**src/rtl/act_skew_feeder_if.sv**
```systemverilog
// Activation vector handshake between the upstream source and the skew feeder.
// valid/ready: a vector transfers on a rising CLK edge where in_valid and in_ready are both
// high; the source holds in_valid and in_data stable until that edge, in_ready may drop freely.
interface act_skew_feeder_if #(
  parameter int NUM_ROWS = 16,
  parameter int DATA_W   = 8
);
  logic                       in_valid;
  logic                       in_ready;
  logic [NUM_ROWS*DATA_W-1:0] in_data;

  modport master (output in_valid, output in_data, input in_ready);
  modport slave  (input in_valid, input in_data, output in_ready);
endinterface

```
**src/rtl/act_skew_feeder.sv**
```systemverilog
// Left-edge activation feeder: accepts whole vectors, skews lane i by i cycles into the
// PE array, drains the diagonal with zeros and pulses done as the last datum leaves lane N-1.
module act_skew_feeder #(
  parameter int NUM_ROWS = 16,
  parameter int DATA_W   = 8,
  parameter int CNT_W    = 16
) (
  input  logic                       CLK,
  input  logic                       RESET,
  input  logic                       EN,
  input  logic                       start,
  input  logic [CNT_W-1:0]           vec_count,
  act_skew_feeder_if.slave           feed,
  output logic [NUM_ROWS*DATA_W-1:0] active_left,
  output logic [NUM_ROWS-1:0]        lane_valid,
  output logic                       busy,
  output logic                       done,
  output logic [1:0]                 state_dbg
);

  localparam int DCW = (NUM_ROWS > 1) ? $clog2(NUM_ROWS) : 1;

  typedef enum logic [1:0] {
    S_IDLE  = 2'd0,
    S_FEED  = 2'd1,
    S_DRAIN = 2'd2
  } state_t;

  state_t                     state;
  state_t                     state_nx;
  logic [CNT_W-1:0]           remaining;
  logic [DCW-1:0]             drain_cnt;
  logic                       zero_pend;
  logic                       accept;
  logic                       last_accept;
  logic                       start_tile;
  logic                       start_zero;
  logic                       drain_end;
  logic [NUM_ROWS*DATA_W-1:0] inject_data;

  assign feed.in_ready = EN && (state == S_FEED);
  assign busy          = (state != S_IDLE);
  assign state_dbg     = state;

  always_comb begin
    accept      = EN && (state == S_FEED) && feed.in_valid;
    last_accept = accept && (remaining == CNT_W'(1));
    start_tile  = EN && (state == S_IDLE) && start && (vec_count != '0);
    start_zero  = EN && (state == S_IDLE) && start && (vec_count == '0);
    drain_end   = (state == S_DRAIN) && (drain_cnt == '0);
    inject_data = accept ? feed.in_data : '0;
  end

  // done is gated by EN so a frozen drain cannot stretch the pulse over several cycles.
  assign done = EN && (drain_end || zero_pend);

  always_ff @(posedge CLK or posedge RESET) begin
    if (RESET) state <= S_IDLE;
    else       state <= state_nx;
  end

  always_comb begin
    state_nx = state;
    if (EN) begin
      case (state)
        S_IDLE:  if (start_tile)  state_nx = S_FEED;
        S_FEED:  if (last_accept) state_nx = S_DRAIN;
        S_DRAIN: if (drain_end)   state_nx = S_IDLE;
        default: state_nx = S_IDLE;
      endcase
    end
  end

  always_ff @(posedge CLK or posedge RESET) begin
    if (RESET) begin
      remaining <= '0;
      drain_cnt <= '0;
      zero_pend <= 1'b0;
    end else if (EN) begin
      zero_pend <= start_zero;
      if (start_tile)
        remaining <= vec_count;
      else if (accept)
        remaining <= remaining - CNT_W'(1);
      // The drain counts the lanes still holding the last vector after it enters lane 0.
      if (last_accept)
        drain_cnt <= DCW'(NUM_ROWS - 1);
      else if ((state == S_DRAIN) && (drain_cnt != '0))
        drain_cnt <= drain_cnt - DCW'(1);
    end
  end

  for (genvar i = 0; i < NUM_ROWS; i++) begin : g_lane
    logic [DATA_W-1:0] sd [0:i];
    logic [i:0]        sv;

    always_ff @(posedge CLK or posedge RESET) begin
      if (RESET) begin
        for (int j = 0; j <= i; j++) sd[j] <= '0;
        sv <= '0;
      end else if (EN) begin
        sd[0] <= inject_data[i*DATA_W +: DATA_W];
        sv[0] <= accept;
        for (int j = 1; j <= i; j++) begin
          sd[j] <= sd[j-1];
          sv[j] <= sv[j-1];
        end
      end
    end

    assign active_left[i*DATA_W +: DATA_W] = sd[i];
    assign lane_valid[i]                   = sv[i];
  end

endmodule

```
**src/flat_wrapper.sv**
```systemverilog
// flat-port wrapper written by rule: the top's interface ports become plain ports
module act_skew_feeder_flat 
#(
  parameter int NUM_ROWS = 16,
  parameter int DATA_W   = 8,
  parameter int CNT_W    = 16
)
  (CLK, RESET, EN, start, vec_count, active_left, lane_valid, busy, done, state_dbg, feed_in_valid, feed_in_data, feed_in_ready);
  act_skew_feeder_if #(.NUM_ROWS(NUM_ROWS), .DATA_W(DATA_W)) feed_i ();
  input  logic CLK;
  input  logic RESET;
  input  logic EN;
  input  logic start;
  input  logic [CNT_W-1:0] vec_count;
  output logic [NUM_ROWS*DATA_W-1:0] active_left;
  output logic [NUM_ROWS-1:0] lane_valid;
  output logic busy;
  output logic done;
  output logic [1:0] state_dbg;
  input wire logic [$bits(feed_i.in_valid)-1:0] feed_in_valid;
  input wire logic [$bits(feed_i.in_data)-1:0] feed_in_data;
  output wire logic [$bits(feed_i.in_ready)-1:0] feed_in_ready;
  assign feed_i.in_valid = feed_in_valid;
  assign feed_i.in_data = feed_in_data;
  assign feed_in_ready = feed_i.in_ready;
  act_skew_feeder #(.NUM_ROWS(NUM_ROWS), .DATA_W(DATA_W), .CNT_W(CNT_W)) u_core (.CLK(CLK), .RESET(RESET), .EN(EN), .start(start), .vec_count(vec_count), .feed(feed_i), .active_left(active_left), .lane_valid(lane_valid), .busy(busy), .done(done), .state_dbg(state_dbg));
endmodule
```
**config.mk**
```make
export PLATFORM = sky130hd
export DESIGN_NAME = act_skew_feeder_flat
export DESIGN_NICKNAME = d
export VERILOG_FILES = /design/src/rtl/act_skew_feeder_if.sv /design/src/rtl/act_skew_feeder.sv /design/src/flat_wrapper.sv
export SDC_FILE = /design/constraint.sdc
export NUM_CORES = 2
export LEC_CHECK = 0
export CAP_MARGIN = 5
export CELL_PAD_IN_SITES_DETAIL_PLACEMENT = 0
export CELL_PAD_IN_SITES_GLOBAL_PLACEMENT = 1
export CORE_UTILIZATION = 30
export CTS_BUF_LIST = sky130_fd_sc_hd__clkbuf_2 sky130_fd_sc_hd__clkbuf_4 sky130_fd_sc_hd__clkbuf_8
export CTS_CLUSTER_SIZE = 16
export DETAILED_ROUTE_END_ITERATION = 12
export PLACE_DENSITY = 0.64
export SLEW_MARGIN = 0
export SYNTH_ARGS = -nofsm -noshare
export SYNTH_HDL_FRONTEND = slang
export SYNTH_SLANG_ARGS = --single-unit
```
**constraint.sdc**
```tcl
create_clock -name CLK -period 80 [get_ports CLK]
set_input_delay 24 -clock CLK [delete_from_list [all_inputs] [get_ports CLK]]
set_output_delay 24 -clock CLK [all_outputs]
set_load 0.005 [all_outputs]
```
==> results.sh <==
export IMPL_skew_ns=0.04640
export IMPL_max_slew_worst_pin_slew_ns=1.126
export IMPL_sequential_fraction_of_design_power_pct=50.4
export IMPL_clock_pin_slew_worst_setup_and_hold_paths_ns=0.06
export IMPL_cts_hold_repair_buffers=0
export IMPL_synth_yosys_warnings=0
export IMPL_part_of_the_power_in_the_clock_network_pct=35.1
export IMPL_power_share_combinational_pct=14.5
export IMPL_drtAntennaViolNets=0
export IMPL_run_status="complete, no violations"
export IMPL_internal_power_mw=1.173
export IMPL_layout_drive_gt1_share_pct=41.40
export IMPL_floorplan_die_height_um=381.9
export IMPL_r2r_cells=5
export IMPL_power_leakage_nw=23.99
export IMPL_synth_net_count=3032
export IMPL_path_class="in -> out"
export IMPL_global_route_overflow_total=0
export IMPL_h_tree_depth=4
export IMPL_drt_pre_antenna_iters=4
export IMPL_synthesis_area_um2=43310
export IMPL_wl_um=75670
export IMPL_port_buffer_count=297
export IMPL_cts_tree="done"
export IMPL_r2r_start="u_core.state_dbg[1]"
export IMPL_clock_fmax_mhz=20.32
export IMPL_synth_edff_count=0
export IMPL_drt_first_iter_violations=943
export IMPL_timing_hold_worst_class="reg -> reg"
export IMPL_worstSetupEndpointType="primary output"
export IMPL_hold_end="u_core.g_lane[5].sd[18]"
export IMPL_timing_setup_tns_ns=0
export IMPL_finalNetCount=3290
export IMPL_global_route_wire_length_before_repair_um=126500
export IMPL_cts_setup_buffers=0
export IMPL_final_max_slew_viol_count=0
export IMPL_synth_area_leaders="dfrtp_1 (65%), mux2_2 (25%), buf_4 (2.1%)"
export IMPL_maxCapViolations=0
export IMPL_row_count=139
export IMPL_cts_buffers_inserted=194
export IMPL_post_place_cells=4845
export IMPL_design_die_area_um2=145900
export IMPL_biggest_fanout_along_the_worst_timing_path=97
export IMPL_insertion_delay_ns=0.88
export IMPL_floorplan_core_area_um2=143500
export IMPL_grt_max_degree=174
export IMPL_power_mw=1.551
export IMPL_detailroute_via_count=22247
export IMPL_yosys_cell_count_top_type="dfrtp_1"
export IMPL_post_drt_wl_per_cell_um=14.60
export IMPL_period_needed_ns=49.21
export IMPL_setup_slack_ns=30.79
export IMPL_top_reg_cell_synth="dfrtp_1"
export IMPL_synthDominantCellAreaShare_pct=65.12
export IMPL_floorplan_initialDensity_pct=30.18
export IMPL_finalWeightedCongestion=0.7299
export IMPL_cts_max_path_buffers=3
export IMPL_dieWidth_um=381.9
export IMPL_rsz_0062_raised_after_global_routing="false"
export IMPL_areaGrowthSynthToFinish_pct=18.84
export IMPL_cts_root_buf="clkbuf_8"
export IMPL_cp_arrival_ns=25.21
export IMPL_report_final_setup_viol=0
export IMPL_worst_setup_path_start_kind="input pin"
export IMPL_io_pins=298
export IMPL_async_s_r_ff_share_synth_pct=100.0
export IMPL_vdd_drop_max_mv=0.01437
export IMPL_route_detailed_vias_per_inst=4.292
export IMPL_antenna_found_initial=16
export IMPL_vias_in_the_first_global_route=23152
export IMPL_timing_hold_worst_path_depth=1
export IMPL_avgSynthCellArea_um2=15.04
export IMPL_net_switching_power_uw=377.9
export IMPL_synth_top_cell_by_area="dfrtp_1"
export IMPL_fin_crit_sh_pct=61.52
export IMPL_hpwlAfterDp_um=44450
export IMPL_clock_sinks=1127
export IMPL_synth_seq_cells=1127
export IMPL_sw_frac_of_total_pct=24.36
export IMPL_detail_route_drc_violations=0
export IMPL_timing_rr_end="u_core.g_lane[14].sd[114]"
export IMPL_fillers=13951
export IMPL_seq_area_um2=28200
export IMPL_stdcell_count=5183
export IMPL_cellPowerDensity_nw_per_um2=30.14
export IMPL_area_of_combinational_cells_with_multiple_inputs_um2=12990
export IMPL_worstHoldStart="u_core.g_lane[5].sd[26]"
export IMPL_post_cts_resized=0
export IMPL_sequential_cell_area_fraction_in_the_yosys_report_pct=65.12
export IMPL_synth_top_cells_by_count="dfrtp_1 (1,127), mux2_2 (977), inv_1 (139)"
export IMPL_cells_after_synth=2880
export IMPL_final_hold_violation_count=0
export IMPL_cp_data_required_time_ns=56.00
export IMPL_worst_slew_margin_rel_pct=24.92
export IMPL_dpl_worst_slack_ns=30.73
export IMPL_ys_types=48
export IMPL_whs_ns=0.4772
export IMPL_grt_util_all_layers_pct=10.66
export IMPL_reg2reg_slack_ns=76.84
-- worst max-delay path by stage --
stage           from                      end  slack (ns)
2_1_floorplan  RESET  u_core.active_left[100]       24.26
3_3_place_gp      EN            feed_in_ready       30.72
3_5_place_dp      EN            feed_in_ready       30.73
4_1_cts           EN            feed_in_ready       30.73
5_1_grt           EN            feed_in_ready       30.66
6_report          EN            feed_in_ready       30.79
-- state kept, by name (all words and copies together) (netlist names) --
name	flops
u_core.remaining	16
u_core.drain_cnt	4
u_core.g_lane.sd	968
u_core.g_lane.sv	16
u_core.state_dbg	2
u_core.zero_pend	1
u_core.active_left	120
-- layout by cell type, fill, tap and decap left out, types with 2 or more instances in the layout --
cell type           n
a211oi_1            2
a21oi_1             4
a311oi_1            2
a32oi_1             2
a41oi_1             2
and2_1              5
and3_1              2
and4_1              2
buf_12              2
buf_4              27
bufinv_16           4
clkbuf_4           65
clkbuf_8          240
clkdlybuf4s50_1   296
clkinv_2            9
dfrtp_1          1127
diode_2             7
ha_1                3
inv_1             138
inv_12              4
inv_8               5
mux2_2            977
mux2i_1             3
nand2_1           136
nand3_1             3
nand4_1             5
nand4b_4            2
nor2_1             10
nor3_1             11
nor3b_1             3
nor4_1              8
nor4_4              2
o21ai_0           132
o21ai_1             2
o221a_2             7
or3_1               3
or4_1               3
xnor2_1             6
-- power by group through the flow --
stage	combinational [mW]	clock (mW)	sequential (mW)
2_1_floorplan	0.181	0	0.769
3_3_place_gp	0.224	0	0.789
3_5_place_dp	0.230	0	0.793
4_1_cts	0.231	0.574	0.784
5_1_grt	0.248	0.598	0.803
6_report	0.225	0.545	0.781
-- layer usage --
metal  vias to the layer above  global-route usage (%)  routed length (um)
li1                      10337                       -                   -
met2                       387                   15.09               32570
met4                        22                   4.763                2394
met5                         -                       0                 143
met3                       197                   4.036                5196
met1                     11304                   14.36               35370
-- through the flow --
step	instance area (um2)	utilization (%)
finish	51470	35.87
global placement	47320	32.98
floorplan	43310	-
global route	51460	35.86
CTS	51450	35.86
detailed placement	47320	32.98
-- cell families (layout without fill, tap and decap cells) --
kind of cell | after synthesis | count (layout) | share of synthesized area [%]
fa+ha+maj | 3 | 3 | 0.08668
mux | 980 | 980 | 25.47
other cells | 0 | 7 | 0
compound gates | 159 | 159 | 2.048
xor+xnor | 7 | 7 | 0.1416
simple gates | 201 | 201 | 2.230
buf+inv | 403 | 796 | 4.897
flops | 1127 | 1127 | 65.12
-- worst max-delay path: stages --
cell,delay (ns)
buf_8,0.45
and3_1,0.25
clkdlybuf4s50_1,0.49
-- layout make-up --
class                      count  share of cell area, %
sequential                  1127                  54.80
multi-input combinational   1350                  25.24
clock buffer                 305                  7.366
timing repair buffer         326                  6.258
tap                         1903                  4.626
inverter                     139                  1.028
clock inverter                26                 0.6540
antenna                        7                0.03404
Power figures use the tool's default switching activity.
